## config.mk

```make
export PLATFORM = sky130hd
export DESIGN_NAME = nes_pixel_fifo_writer
export DESIGN_NICKNAME = d
export VERILOG_FILES = /design/src/rtl/nes_video_pkg.sv /design/src/rtl/gray_ptr_sync.sv /design/src/rtl/nes_pixel_fifo_writer.sv
export SDC_FILE = /design/constraint.sdc
export NUM_CORES = 1
export LEC_CHECK = 0
export BUFFER_PORTS_ARGS = -buffer_cell sky130_fd_sc_hd__buf_4
export CAP_MARGIN = 20
export CORE_MARGIN = 5
export CORE_UTILIZATION = 58
export DETAILED_ROUTE_END_ITERATION = 6
export PLACE_DENSITY_LB_ADDON = 0.3
export SLEW_MARGIN = 10
export SYNTH_ARGS = -nofsm -noshare
export SYNTH_HDL_FRONTEND = slang
export SYNTH_SLANG_ARGS = --single-unit
```

## constraint.sdc

```tcl
create_clock -name clk_write -period 10.2 [get_ports clk_write]
set_input_delay 0.51 -clock clk_write [delete_from_list [all_inputs] [get_ports clk_write]]
set_output_delay 0.51 -clock clk_write [all_outputs]
set_load 0.005 [all_outputs]
```

## src/rtl/nes_video_pkg.sv

```systemverilog
// Shared definitions for the NES video pixel FIFO: frame geometry, colour width,
// writer state encoding and Gray-code helpers used by both FIFO domains.
package nes_video_pkg;

    localparam int H_PIX_DEF   = 256;
    localparam int V_LINES_DEF = 240;
    localparam int COLOR_W     = 6;

    // Helpers work on a fixed wide vector; callers zero-extend and truncate.
    // Zero upper bits leave both conversions exact for any narrower pointer.
    localparam int GRAY_MAX_W  = 16;

    typedef enum logic {
        WAIT_SOF,
        STREAM
    } wr_state_t;

    function automatic logic [GRAY_MAX_W-1:0] bin2gray(input logic [GRAY_MAX_W-1:0] bin);
        return bin ^ (bin >> 1);
    endfunction

    function automatic logic [GRAY_MAX_W-1:0] gray2bin(input logic [GRAY_MAX_W-1:0] gray);
        logic [GRAY_MAX_W-1:0] bin;
        bin = gray;
        for (int i = GRAY_MAX_W - 2; i >= 0; i--) begin
            bin[i] = bin[i+1] ^ gray[i];
        end
        return bin;
    endfunction

endpackage

```

## src/rtl/gray_ptr_sync.sv

```systemverilog
// Two-flop synchroniser for a Gray-coded FIFO pointer from the opposite clock
// domain, with the binary equivalent of the synchronised value.
module gray_ptr_sync
    import nes_video_pkg::*;
#(
    parameter int W = 10
) (
    input  logic         i_clk,
    input  logic         i_reset,
    input  logic [W-1:0] i_gray,
    output logic [W-1:0] o_gray_sync,
    output logic [W-1:0] o_bin
);

    logic [W-1:0] r_stage1;
    logic [W-1:0] r_stage2;

    always_ff @(posedge i_clk) begin
        if (i_reset) begin
            r_stage1 <= '0;
            r_stage2 <= '0;
        end else begin
            r_stage1 <= i_gray;
            r_stage2 <= r_stage1;
        end
    end

    assign o_gray_sync = r_stage2;
    assign o_bin       = W'(gray2bin(GRAY_MAX_W'(r_stage2)));

endmodule

```

## src/rtl/nes_pixel_fifo_writer.sv

```systemverilog
// Producer end of the NES dual-clock pixel FIFO: frame-aligns the PPU pixel
// stream, writes FIFO storage and publishes a Gray write pointer to the VGA side.
module nes_pixel_fifo_writer
    import nes_video_pkg::*;
#(
    parameter int ADDR_W       = 9,
    parameter int DATA_W       = COLOR_W,
    parameter int H_PIX        = H_PIX_DEF,
    parameter int V_LINES      = V_LINES_DEF,
    parameter int AFULL_MARGIN = 4
) (
    input  logic              clk_write,
    input  logic              reset,
    input  logic              pix_valid,
    input  logic [DATA_W-1:0] pix_code,
    input  logic              pix_sof,
    output logic              pix_ready,
    input  logic [ADDR_W:0]   rd_ptr_gray,
    output logic              mem_we,
    output logic [ADDR_W-1:0] mem_waddr,
    output logic [DATA_W-1:0] mem_wdata,
    output logic [ADDR_W:0]   wr_ptr_gray,
    output logic              full,
    output logic              almost_full,
    output logic              frame_done,
    output logic              sync_err
);

    localparam int PTR_W = ADDR_W + 1;
    localparam int X_W   = $clog2(H_PIX);
    localparam int Y_W   = $clog2(V_LINES);

    localparam logic [PTR_W-1:0] AFULL_LEVEL = PTR_W'((1 << ADDR_W) - AFULL_MARGIN);
    localparam logic [X_W-1:0]   X_LAST      = X_W'(H_PIX - 1);
    localparam logic [Y_W-1:0]   Y_LAST      = Y_W'(V_LINES - 1);

    wr_state_t         r_state;
    logic [PTR_W-1:0]  r_wr_bin;
    logic [PTR_W-1:0]  r_wr_gray;
    logic [X_W-1:0]    r_x;
    logic [Y_W-1:0]    r_y;
    logic              r_mem_we;
    logic [ADDR_W-1:0] r_mem_waddr;
    logic [DATA_W-1:0] r_mem_wdata;
    logic              r_frame_done;
    logic              r_sync_err;

    logic [PTR_W-1:0]  w_rd_sync;
    logic [PTR_W-1:0]  w_rd_bin;
    logic [PTR_W-1:0]  w_occupancy;
    logic [PTR_W-1:0]  w_wr_bin_next;
    logic              w_full;
    logic              w_almost_full;
    logic              w_ready;
    logic              w_accept;
    logic              w_write;
    logic              w_restart;

    gray_ptr_sync #(
        .W (PTR_W)
    ) u_rd_sync (
        .i_clk       (clk_write),
        .i_reset     (reset),
        .i_gray      (rd_ptr_gray),
        .o_gray_sync (w_rd_sync),
        .o_bin       (w_rd_bin)
    );

    // The synchronised read pointer lags, so both flags can only overstate
    // occupancy; the writer may stall a little early but never overruns.
    assign w_full        = (r_wr_gray == {~w_rd_sync[ADDR_W -: 2], w_rd_sync[ADDR_W-2:0]});
    assign w_occupancy   = r_wr_bin - w_rd_bin;
    assign w_almost_full = (w_occupancy >= AFULL_LEVEL);

    // Outside a frame non-sof pixels are drained; a sof pixel waits for space.
    always_comb begin
        w_ready = 1'b0;
        if (!reset) begin
            if (r_state == STREAM) begin
                w_ready = !w_full;
            end else begin
                w_ready = !(w_full && pix_sof);
            end
        end
    end

    assign w_accept      = pix_valid && w_ready;
    assign w_write       = w_accept && ((r_state == STREAM) || pix_sof);
    assign w_restart     = (r_state == WAIT_SOF) || pix_sof;
    assign w_wr_bin_next = r_wr_bin + PTR_W'(1);

    always_ff @(posedge clk_write) begin
        if (reset) begin
            r_state      <= WAIT_SOF;
            r_wr_bin     <= '0;
            r_wr_gray    <= '0;
            r_x          <= '0;
            r_y          <= '0;
            r_mem_we     <= 1'b0;
            r_mem_waddr  <= '0;
            r_mem_wdata  <= '0;
            r_frame_done <= 1'b0;
            r_sync_err   <= 1'b0;
        end else begin
            r_mem_we     <= w_write;
            r_frame_done <= 1'b0;
            if (w_write) begin
                r_mem_waddr <= r_wr_bin[ADDR_W-1:0];
                r_mem_wdata <= pix_code;
                r_wr_bin    <= w_wr_bin_next;
                r_wr_gray   <= PTR_W'(bin2gray(GRAY_MAX_W'(w_wr_bin_next)));
                if (w_restart) begin
                    // A sof inside a frame resynchronises onto the new frame.
                    if (r_state == STREAM) begin
                        r_sync_err <= 1'b1;
                    end
                    r_x     <= X_W'(1);
                    r_y     <= '0;
                    r_state <= STREAM;
                end else if (r_x == X_LAST) begin
                    r_x <= '0;
                    if (r_y == Y_LAST) begin
                        r_y          <= '0;
                        r_frame_done <= 1'b1;
                        r_state      <= WAIT_SOF;
                    end else begin
                        r_y <= r_y + Y_W'(1);
                    end
                end else begin
                    r_x <= r_x + X_W'(1);
                end
            end
        end
    end

    assign pix_ready   = w_ready;
    assign mem_we      = r_mem_we;
    assign mem_waddr   = r_mem_waddr;
    assign mem_wdata   = r_mem_wdata;
    assign wr_ptr_gray = r_wr_gray;
    assign full        = w_full;
    assign almost_full = w_almost_full;
    assign frame_done  = r_frame_done;
    assign sync_err    = r_sync_err;

endmodule

```

==> run summary <==
Status: completed
CP max FO: 5
DRT Pass-1 Iters: 4
CP startpoint kind: flip-flop
Synth cell types: 40
Routed WL: 7278 um
Switch share: 26.22%
GRT Overall Usage: 20.65%
Largest net degree at the start of global routing: 61
Max H-tree Level: 3
Worst Hold Depth: 2
ANT cells: 0
WS Path Type: flip-flop to output pin
Crit end category: output pin
Worst hold slack: 369.3 ps
Vias in the first global route: 2569
First-pass GRT wire length: 12190 um
Worst Tran Pin Value: 741.5 ps
Combinational power share: 13.1%
Seq pwr share: 52.4%
Layout Cells excl Fill: 510
Gr ovfl total: 0
Clock buffer depth: 2
Clk_lat worst skew: 350 ps
Total chip power: 0.5790 mW
Starting density of the core: 58.88%
Vias/cell: 5.239
Via count: 2672
Die width: 87.07 um
Most common cell after layout, fill and taps aside: dfxtp_1
Leakage: 1.599 nW
Post-detailed-route DRC marker count: 0
Commonest cells after routing, fill and taps aside: 74 x dfxtp_1, 59 x nand2_1, 51 x buf_4
Setup_tns: 0 ps
Placement Setup Slack: 5900 ps
Yosys reg bits: 74
IO Pins: 51
Period minus WS final: 4640 ps
Root buf cell: clkbuf_8
Post-Syn Instances: 387
Die area: 7580 um^2
Fin area: 4019 um^2
RSZ-0062 raised after global routing: no
Resized cells post-CTS: 0
Post-CTS Setup Inserts: 0
Worst-path clk slew: 80 ps
Asr flop ratio synth: 0%
Syn Area/Cell: 8.901 um^2
Pwr/cell area: 144.1 nW/um^2
Syn-to-layout area delta: 16.67%
Clock share of power: 34.5%
Routability cong.: 0.8189
CTS tree: yes
Req. time, crit path: 9690 ps
Ys flop type: dfxtp_1
Die Span Y: 87.07 um
Worst Path Arrival: 4130 ps
Hold-fix buffers, CTS: 0
Antenna Violating Nets Remaining: 0
Max Cap Viol: 0
Clock Sinks: 74
HPWL Detailed: 5157 um
Slew HR: 50.49%
Max Clock Skew: 7.304 ps
Initial DRC Count: 134
Fill count: 453
Total net switching power: 0.1518 mW
Pint: 0.4272 mW
Post-Route Utilization: 68.69%
Inst Count DP: 494
Top achievable clock speed: 215.5 MHz
Fin. Hold Viols: 0
Num CTS Buffers: 9
Post-synth EDFFs: 0
Initial antenna violation count: 0
Cell area after synthesis: 3445 um^2
Multi-input gate area: 1858 um^2
Worst IR Drop VDD: 0.00009253 V
FP Rows: 28
Tcrit/Tclk final: 45.49%
Post-DP Area: 3846 um^2
Synth warn: 0
Setup ws final: 5560 ps
Port Buffer Count: 50
Final setup viols: 0
Register area share after synthesis: 43.01%
Worst reg2reg path depth: 9
Syn_nets: 420
Layout cells sized above 1: 17.24%
WL/cell: 14.27 um
Reg area: 1481 um^2
Min-delay worst type: input pin to flip-flop
Fin. max-slew vios: 0
Core area: 5851 um^2
Post-layout nets: 463
## registers in the layout, summed over array words and instances (netlist names)
| signal | cells |
|---|---|
| r_wr_bin | 10 |
| u_rd_sync.o_gray_sync | 10 |
| u_rd_sync.r_stage1 | 10 |
| mem_waddr | 9 |
| wr_ptr_gray | 9 |
| r_x | 8 |
| r_y | 8 |
| mem_wdata | 6 |
| frame_done | 1 |
| mem_we | 1 |
| r_state | 1 |
| sync_err | 1 |
## cells by family (layout without fill, tap and decap cells)
family,count (synthesis),count (layout),share of synthesized area [%]
AO/OA/AOI/OAI,54,54,9.444
XOR/XNOR,64,64,17.91
adder cells (fa/ha/maj),13,13,4.940
buffers and inverters,27,75,3.051
flip-flops,74,74,43.01
multiplexers,1,1,0.2906
AND/OR/NAND/NOR,154,154,21.36
## per-layer routing
metal  part of all wire (%)  GRT usage [%]  up-vias
met1                     47          26.94     1248
met5                      0              0        -
met2                     48          32.51       42
li1                       -              -     1372
met4                    1.6          8.357        0
met3                    3.1          5.393       10
## worst paths after layout
check	startpoint	end	slack, ps
setup / recovery	u_rd_sync.o_gray_sync[8]	almost_full	5560
hold / removal	rd_ptr_gray[5]	u_rd_sync.r_stage1[5]	370
setup reg to reg	r_wr_bin[9]	r_wr_bin[3]	7520
hold reg to reg	u_rd_sync.r_stage1[1]	u_rd_sync.o_gray_sync[1]	440
## worst max-delay path: stages (launching register included)
cell and delay [ps]:
dfxtp_1 350, xnor2_2 250, xor2_2 240, xor2_2 220
xor2_2 220, xor2_2 280, xor2_4 250, xor2_1 170
ha_1 240, nor2b_1 130, o21ai_0 220, a21oi_1 120
o21a_1 170, o21ai_0 200, a31oi_1 120, or3b_2 450
buf_4 150
## Yosys cell counts (all sizes together) (2+ instances only)
cell type,count,area [um^2]
xor2,37,372.9
nor2b,23,143.9
clkbuf,18,67.56
a21oi,28,140.1
and3,5,31.28
dfxtp,74,1481
a211oi,5,37.54
nand4,14,87.58
nand3,6,30.03
nor2,34,127.6
a31oi,2,12.51
o21ai,7,35.03
and4,4,35.03
nor3,2,10.01
or2,2,12.52
a21o,2,15.01
inv,8,30.03
xnor2,27,244.0
o21a,4,30.03
nand2,59,221.5
ha,12,150.1
## final cells by class
type | count | area share (%)
multi-input combinational | 286 | 46.23
sequential | 74 | 36.86
timing repair buffer | 51 | 9.527
clock buffer | 12 | 3.611
tap | 75 | 2.335
inverter | 8 | 0.7472
clock inverter | 4 | 0.6849
## power by group through the flow
stage          Combinational, mW  Sequential, mW  Clock, mW
6_report                  0.0761           0.303      0.200
3_3_place_gp              0.0726           0.309          0
5_1_grt                   0.0856           0.304      0.216
4_1_cts                   0.0769           0.303      0.205
3_5_place_dp              0.0764           0.310          0
2_1_floorplan             0.0541           0.308          0
Power figures use the tool's default switching activity.
